### config.mk
export PLATFORM = sky130hd
export DESIGN_NAME = cpu_mem_arbiter
export DESIGN_NICKNAME = d
export VERILOG_FILES = /design/src/rtl/arbiter_types.sv /design/src/rtl/arb_perf_counters.sv /design/src/rtl/arb_protocol_chk.sv /design/src/rtl/cpu_mem_arbiter.sv
export SDC_FILE = /design/constraint.sdc
export NUM_CORES = 1
export LEC_CHECK = 0
export CORE_AREA = 2 2 142 144
export CTS_BUF_LIST = sky130_fd_sc_hd__clkbuf_4 sky130_fd_sc_hd__clkbuf_8 sky130_fd_sc_hd__clkbuf_16
export DETAILED_ROUTE_END_ITERATION = 8
export DIE_AREA = 0 0 144 146
export PLACE_DENSITY = 0.63
export SLEW_MARGIN = 15
export SYNTH_ARGS = -nofsm -noshare
export SYNTH_HDL_FRONTEND = slang
export SYNTH_SLANG_ARGS = --single-unit
### constraint.sdc
create_clock -name clk -period 5.7 [get_ports clk]
set_clock_uncertainty 0.15 [all_clocks]
set_input_delay 1.14 -clock clk [delete_from_list [all_inputs] [get_ports clk]]
set_output_delay 1.14 -clock clk [all_outputs]
set_load 0.005 [all_outputs]
### src/rtl/arbiter_types.sv
// -----------------------------------------------------------------------------
// arbiter_types
//   Shared types and helpers for the cpu_mem_arbiter codebase slice.
//   - arb_state_t : arbitration FSM states (IDLE, I_BUSY, D_BUSY)
//   - arb_src_t   : source of the last completed transaction (round-robin key)
//   - grant_dmem  : round-robin grant decision for the data port
// -----------------------------------------------------------------------------
package arbiter_types;

  typedef enum logic [1:0] {
    IDLE   = 2'd0,
    I_BUSY = 2'd1,
    D_BUSY = 2'd2
  } arb_state_t;

  typedef enum logic {
    SRC_IMEM = 1'b0,
    SRC_DMEM = 1'b1
  } arb_src_t;

  // The data port wins when it is the only requester, or when both request
  // and the previous transaction came from the instruction port.
  function automatic logic grant_dmem(input logic     i_req,
                                      input logic     d_req,
                                      input arb_src_t last_src);
    return d_req && (!i_req || (last_src == SRC_IMEM));
  endfunction

endpackage

### src/rtl/arb_perf_counters.sv
// -----------------------------------------------------------------------------
// arb_perf_counters
//   Saturating performance counters for cpu_mem_arbiter. The whole module only
//   exists when ARB_PERF_CNT_EN is defined.
// Ports
//   clk, rst            clock, asynchronous active-high reset (clears counters)
//   i_grant_imem        pulse: IDLE->I_BUSY transition this cycle
//   i_grant_dmem        pulse: IDLE->D_BUSY transition this cycle
//   i_conflict          IDLE cycle with both ports requesting
//   o_imem_grants       count of instruction grants
//   o_dmem_grants       count of data grants
//   o_conflicts         count of conflicting IDLE cycles
// -----------------------------------------------------------------------------
`ifdef ARB_PERF_CNT_EN
module arb_perf_counters #(
  parameter int CNT_W = 32
) (
  input  logic             clk,
  input  logic             rst,
  input  logic             i_grant_imem,
  input  logic             i_grant_dmem,
  input  logic             i_conflict,
  output logic [CNT_W-1:0] o_imem_grants,
  output logic [CNT_W-1:0] o_dmem_grants,
  output logic [CNT_W-1:0] o_conflicts
);

  localparam logic [CNT_W-1:0] CNT_MAX = {CNT_W{1'b1}};
  localparam logic [CNT_W-1:0] CNT_ONE = {{(CNT_W-1){1'b0}}, 1'b1};

  logic [CNT_W-1:0] r_imem_grants;
  logic [CNT_W-1:0] r_dmem_grants;
  logic [CNT_W-1:0] r_conflicts;

  // Counters stop at all-ones instead of wrapping.
  always_ff @(posedge clk or posedge rst) begin
    if (rst) begin
      r_imem_grants <= {CNT_W{1'b0}};
      r_dmem_grants <= {CNT_W{1'b0}};
      r_conflicts   <= {CNT_W{1'b0}};
    end else begin
      if (i_grant_imem && (r_imem_grants != CNT_MAX)) begin
        r_imem_grants <= r_imem_grants + CNT_ONE;
      end
      if (i_grant_dmem && (r_dmem_grants != CNT_MAX)) begin
        r_dmem_grants <= r_dmem_grants + CNT_ONE;
      end
      if (i_conflict && (r_conflicts != CNT_MAX)) begin
        r_conflicts <= r_conflicts + CNT_ONE;
      end
    end
  end

  assign o_imem_grants = r_imem_grants;
  assign o_dmem_grants = r_dmem_grants;
  assign o_conflicts   = r_conflicts;

endmodule
`endif

### src/rtl/arb_protocol_chk.sv
// -----------------------------------------------------------------------------
// arb_protocol_chk
//   Protocol assertions for cpu_mem_arbiter; produces no logic.
// Ports
//   clk, rst            clock, asynchronous active-high reset
//   i_dmem_read/write   data port request lines (both at once is illegal)
//   i_imem_resp         instruction completion pulse
//   i_dmem_resp         data completion pulse
// -----------------------------------------------------------------------------
module arb_protocol_chk (
  input  logic clk,
  input  logic rst,
  input  logic i_dmem_read,
  input  logic i_dmem_write,
  input  logic i_imem_resp,
  input  logic i_dmem_resp
);

  // A simultaneous load and store is a core bug; the arbiter treats it as a store.
  a_no_rd_and_wr: assert property (@(posedge clk) disable iff (rst)
    !(i_dmem_read && i_dmem_write));

  // Only one requester can be served per backing transaction.
  a_one_resp: assert property (@(posedge clk) disable iff (rst)
    !(i_imem_resp && i_dmem_resp));

endmodule

### src/rtl/cpu_mem_arbiter.sv
// -----------------------------------------------------------------------------
// cpu_mem_arbiter
//   Responder for the RV32I core's imem (fetch) and dmem (load/store) ports.
//   Serialises both onto one word-wide backing memory port with round-robin
//   arbitration and returns a one-cycle resp pulse to the requester.
//   Optional feature macro: ARB_PERF_CNT_EN (saturating performance counters;
//   when undefined the perf_* outputs are tied to zero).
// Ports
//   clk, rst                       clock, asynchronous active-high reset
//   imem_read/imem_address         fetch request (held until imem_resp)
//   imem_rdata/imem_resp           fetch data + completion pulse
//   dmem_read/dmem_write           load/store request (held until dmem_resp)
//   dmem_address/wdata/byte_enable store address, data and lanes
//   dmem_rdata/dmem_resp           load data + completion pulse
//   mem_read/mem_write             registered backing request, held until mem_resp
//   mem_address/wdata/byte_enable  registered backing address/data/lanes
//   mem_rdata/mem_resp             backing read data + completion pulse
//   perf_imem_grants/dmem_grants   transaction grant counters
//   perf_conflicts                 IDLE cycles with both ports requesting
// -----------------------------------------------------------------------------
module cpu_mem_arbiter
  import arbiter_types::*;
#(
  parameter int ADDR_W = 32,
  parameter int DATA_W = 32,
  parameter int CNT_W  = 32
) (
  input  logic                clk,
  input  logic                rst,
  input  logic                imem_read,
  input  logic [ADDR_W-1:0]   imem_address,
  output logic [DATA_W-1:0]   imem_rdata,
  output logic                imem_resp,
  input  logic                dmem_read,
  input  logic                dmem_write,
  input  logic [ADDR_W-1:0]   dmem_address,
  input  logic [DATA_W-1:0]   dmem_wdata,
  input  logic [DATA_W/8-1:0] dmem_byte_enable,
  output logic [DATA_W-1:0]   dmem_rdata,
  output logic                dmem_resp,
  output logic                mem_read,
  output logic                mem_write,
  output logic [ADDR_W-1:0]   mem_address,
  output logic [DATA_W-1:0]   mem_wdata,
  output logic [DATA_W/8-1:0] mem_byte_enable,
  input  logic [DATA_W-1:0]   mem_rdata,
  input  logic                mem_resp,
  output logic [CNT_W-1:0]    perf_imem_grants,
  output logic [CNT_W-1:0]    perf_dmem_grants,
  output logic [CNT_W-1:0]    perf_conflicts
);

  localparam int BE_W = DATA_W / 8;

  arb_state_t          r_state;
  arb_src_t            r_last_src;
  logic                r_mem_read;
  logic                r_mem_write;
  logic [ADDR_W-1:0]   r_mem_address;
  logic [DATA_W-1:0]   r_mem_wdata;
  logic [BE_W-1:0]     r_mem_byte_enable;

  logic                w_i_req;
  logic                w_d_req;
  logic                w_grant_i;
  logic                w_grant_d;
  logic                w_idle;
  logic                w_imem_done;
  logic                w_dmem_done;

  assign w_i_req   = imem_read;
  assign w_d_req   = dmem_read | dmem_write;
  assign w_idle    = (r_state == IDLE);
  assign w_grant_d = grant_dmem(w_i_req, w_d_req, r_last_src);
  assign w_grant_i = w_i_req && !w_grant_d;

  // Arbitration FSM: latches the winning request into the backing-port
  // registers, holds them while busy and clears them on the mem_resp edge.
  // The return to IDLE after every completion gives the mandatory idle cycle.
  always_ff @(posedge clk or posedge rst) begin
    if (rst) begin
      r_state           <= IDLE;
      r_last_src        <= SRC_IMEM;
      r_mem_read        <= 1'b0;
      r_mem_write       <= 1'b0;
      r_mem_address     <= {ADDR_W{1'b0}};
      r_mem_wdata       <= {DATA_W{1'b0}};
      r_mem_byte_enable <= {BE_W{1'b0}};
    end else begin
      case (r_state)
        IDLE: begin
          if (w_grant_d) begin
            // A simultaneous read+write is illegal and is served as a write.
            r_mem_read        <= dmem_read && !dmem_write;
            r_mem_write       <= dmem_write;
            r_mem_address     <= dmem_address;
            r_mem_wdata       <= dmem_wdata;
            r_mem_byte_enable <= dmem_write ? dmem_byte_enable : {BE_W{1'b0}};
            r_state           <= D_BUSY;
          end else if (w_grant_i) begin
            r_mem_read        <= 1'b1;
            r_mem_write       <= 1'b0;
            r_mem_address     <= imem_address;
            r_mem_wdata       <= {DATA_W{1'b0}};
            r_mem_byte_enable <= {BE_W{1'b0}};
            r_state           <= I_BUSY;
          end else begin
            r_state <= IDLE;
          end
        end
        I_BUSY, D_BUSY: begin
          if (mem_resp) begin
            r_last_src        <= (r_state == I_BUSY) ? SRC_IMEM : SRC_DMEM;
            r_mem_read        <= 1'b0;
            r_mem_write       <= 1'b0;
            r_mem_address     <= {ADDR_W{1'b0}};
            r_mem_wdata       <= {DATA_W{1'b0}};
            r_mem_byte_enable <= {BE_W{1'b0}};
            r_state           <= IDLE;
          end else begin
            r_state <= r_state;
          end
        end
        default: begin
          r_state           <= IDLE;
          r_mem_read        <= 1'b0;
          r_mem_write       <= 1'b0;
          r_mem_address     <= {ADDR_W{1'b0}};
          r_mem_wdata       <= {DATA_W{1'b0}};
          r_mem_byte_enable <= {BE_W{1'b0}};
        end
      endcase
    end
  end

  assign mem_read        = r_mem_read;
  assign mem_write       = r_mem_write;
  assign mem_address     = r_mem_address;
  assign mem_wdata       = r_mem_wdata;
  assign mem_byte_enable = r_mem_byte_enable;

  // Completion is combinational from mem_resp so the requester sees it in the
  // same cycle; mem_resp outside a busy state never reaches the core.
  assign w_imem_done = (r_state == I_BUSY) && mem_resp;
  assign w_dmem_done = (r_state == D_BUSY) && mem_resp;
  assign imem_resp   = w_imem_done;
  assign dmem_resp   = w_dmem_done;
  assign imem_rdata  = w_imem_done ? mem_rdata : {DATA_W{1'b0}};
  assign dmem_rdata  = w_dmem_done ? mem_rdata : {DATA_W{1'b0}};

`ifdef ARB_PERF_CNT_EN
  arb_perf_counters #(
    .CNT_W (CNT_W)
  ) u_perf (
    .clk           (clk),
    .rst           (rst),
    .i_grant_imem  (w_idle && w_grant_i),
    .i_grant_dmem  (w_idle && w_grant_d),
    .i_conflict    (w_idle && w_i_req && w_d_req),
    .o_imem_grants (perf_imem_grants),
    .o_dmem_grants (perf_dmem_grants),
    .o_conflicts   (perf_conflicts)
  );
`else
  assign perf_imem_grants = {CNT_W{1'b0}};
  assign perf_dmem_grants = {CNT_W{1'b0}};
  assign perf_conflicts   = {CNT_W{1'b0}};
`endif

  arb_protocol_chk u_chk (
    .clk          (clk),
    .rst          (rst),
    .i_dmem_read  (dmem_read),
    .i_dmem_write (dmem_write),
    .i_imem_resp  (imem_resp),
    .i_dmem_resp  (dmem_resp)
  );

endmodule

==> results.toml <==
[clock_tree]
cts_tree = "built"
holdBufCountCts = 0
cts_resized = 0
cts-root-buf = "clkbuf_16"
clock_path_buffers = 2
clk_pin_slew_worst_paths_ns = 0.05
insertion_delay_ns = 0.33
cts_setup_buffers = 0
htree_levels = 3
numCtsBuffers = 9
cts.sinks = 73

[place]
portBuffers = 273
routabilityCongestion = 0.7323
dp.cells = 905
dp_worst_setup_slack_ns = 1.147
hpwl_um = 10200

[logic_synthesis]
synthCells = 390
synth_edf_count = 0
synth.top_cell.area_share_pct = 43.37
synth_seq_cells = 73
synth-async-reset-ratio_pct = 100.0
syn_area_mm2 = 0.004212
yosysSeqAreaShare_pct = 43.37
yosysWarnings = 0
ys.flop_type = "dfrtp_1"
synth_commonest_cells = "99 x buf_4, 73 x dfrtp_1, 64 x and3_1"
yosysUniqueCellTypes = 26
synth.avg_cell_area_um2 = 10.80
yosysTopAreaCell = "dfrtp_1"
synth.most_common_cell = "buf_4"
synth_area_leaders = "dfrtp_1 43%, buf_4 18%, and3_1 9.5%, mux2i_1 7.6%, a22o_1 7.5%"

[power_and_ir_drop]
internal_power_mw = 1.852
power_switching_uw = 913.6
swShare_pct = 33.03
power.leakage_nw = 3.307
pwr_density_cell_mw_per_mm2 = 385.1
pwr-share-seq_pct = 30.9
clock_power_share_pct = 21.1
comb_power_share_pct = 48.1
irDropWorstVdd_uv = 218.6

[timing]
rsz0062_at_grt = "no"
relSlewSlack_pct = 30.99
fin_crit_ns = 4.611
fin_tns_setup_ns = 0
tightestPinTransition_ns = 1.032
min_period_over_period_pct = 80.90
fmax_mhz = 216.9
timing.hold.ws_ns = 0.3344
worst_slack_ns = 1.089
drv_slew = 0
hold_viol = 0
final-setup-viol-count = 0

[worst_setup_path]
cp-start-kind = "primary input"
critical_path_class = "in -> out"
r2r_start = "r_state[0]"
crit_top_cell = "clkdlybuf4s50_1"
cp_max_fo = 36
worstPathCellList = "clkdlybuf4s50_1 > buf_4 > and3_1 > clkdlybuf4s50_1"
crit_start = "mem_resp"
critical_path.endpoint_type = "output pin"
critical-path-slowest-cell = "clkdlybuf4s50_1"
required_ns = 4.41
arrival_ns = 3.32
max_stage_delay_ns = 1.05

[die]
num_rows = 51
die_h_um = 146
core-area_mm2 = 0.01933
dieArea_mm2 = 0.02102
ioPinCount = 370
initial_core_util_pct = 21.78
die_x_um = 144

[drt]
routed_via_density = 3.998
num_vias = 3682
wl_per_cell_um = 14.63
drcViolationCount = 0
dr.pass1.iters = 4
wl_um = 13470
drtIter0Drc = 143
drtAntennaViolNets = 0

[grt]
grt_pass1_vias = 3568
grtUsageTotal_pct = 12.43
grt_pass1_wl_um = 20330
grt_max_degree = 38
antenna_found_initial = 0
overflow = 0

[layout]
nNetsFinal = 792
area_growth_pct = 70.53
antenna_cells = 0
fin_cells = 921
utilization_pct = 37.14
drive_gt1_share_pct = 4.421

[worst_hold_path]
min_from = "mem_address[26]"
timing.hold.worst.class = "reg -> reg"

[job]
drv_cap = 0

[run_status]
status = "complete, no violations"
sequential cells by signal, indices dropped and copies added (netlist names):
register,cells
mem_write,1
r_state,2
r_last_src,1
mem_byte_enable,4
mem_address,32
mem_wdata,32
mem_read,1
cell usage in the layout (no fill, tap or decap), drive strengths merged, types with 2 or more instances in the layout:
cell type | synthesis | final
clkdlybuf4s50 | 0 | 273
conb | 1 | 96
dfrtp | 73 | 73
and3 | 64 | 64
a22o | 36 | 36
o2bb2ai | 33 | 33
mux2i | 32 | 32
clkbuf | 19 | 11
buf | 106 | 7
inv | 5 | 6
a21o | 3 | 3
and2 | 3 | 3
ha | 3 | 3
clkinv | 0 | 2
power by group through the flow:
| stage | sequential (mW) | combinational, mW | clock (mW) |
|---|---|---|---|
| after global routing | 0.886 | 1.45 | 0.631 |
| after CTS | 0.857 | 1.36 | 0.606 |
| after detailed placement | 0.850 | 1.36 | 0 |
| after global placement | 0.860 | 1.35 | 0 |
| after floorplan | 0.865 | 0.593 | 0 |
| final | 0.854 | 1.33 | 0.582 |
path summary, 6_finish.rpt:
check / to / slack (ns) / cells past startpoint
setup / recovery: imem_rdata[7] / 1.09 / 4
min in group asynchronous: mem_wdata[15] / 1.12 / 2
hold reg to reg: mem_address[26] / 0.33 / 1
setup reg to reg: mem_wdata[14] / 2.68 / 7
hold / removal: mem_address[26] / 0.33 / 1
max in group asynchronous: mem_wdata[14] / 3.30 / 3
final cells by class:
class                   instances  area [um^2]
fillers                      1949        12150
flip-flops and latches         73         1827
multi-input cells             282         1909
well taps                     265        331.6
clock buffers                  11        246.5
inverters                       5        18.77
clock inverters                 5        63.81
repair buffers                280         2785
logic make-up after synthesis:
kind of cell               count (synthesis)  share of synthesized area [%]
buffers and inverters                    130                          20.62
muxes                                     33                          7.873
other                                      1                        0.08904
DFF                                       73                          43.37
adders and majority gates                  3                         0.8914
AOI/OAI and AO/OA                         76                          16.19
and+or+nand+nor                           74                          10.96
critical path: cells and delay by family:
kind          cells  cell delay (ns)
buf+inv           3             1.96
simple gates      1             0.20
per-layer routing:
| layer | share of wire (%) | up-vias | wire length (um) | GRT usage (%) |
|---|---|---|---|---|
| met5 | 0 | - | 0 | 0 |
| met4 | 0.96 | 0 | 129 | 2.941 |
| met3 | 9.4 | 12 | 1264 | 4.574 |
| met2 | 49 | 198 | 6575 | 20.69 |
| met1 | 41 | 1740 | 5503 | 15.23 |
| li1 | - | 1732 | - | - |
stage by stage:
step | instance area (um^2) | total power, mW
floorplan | 4568 | 1.458
global placement | 6872 | 2.213
detailed placement | 6872 | 2.208
CTS | 7182 | 2.822
global route | 7182 | 2.964
finish | 7182 | 2.766
No activity file was read; power rests on OpenSTA's default activity.
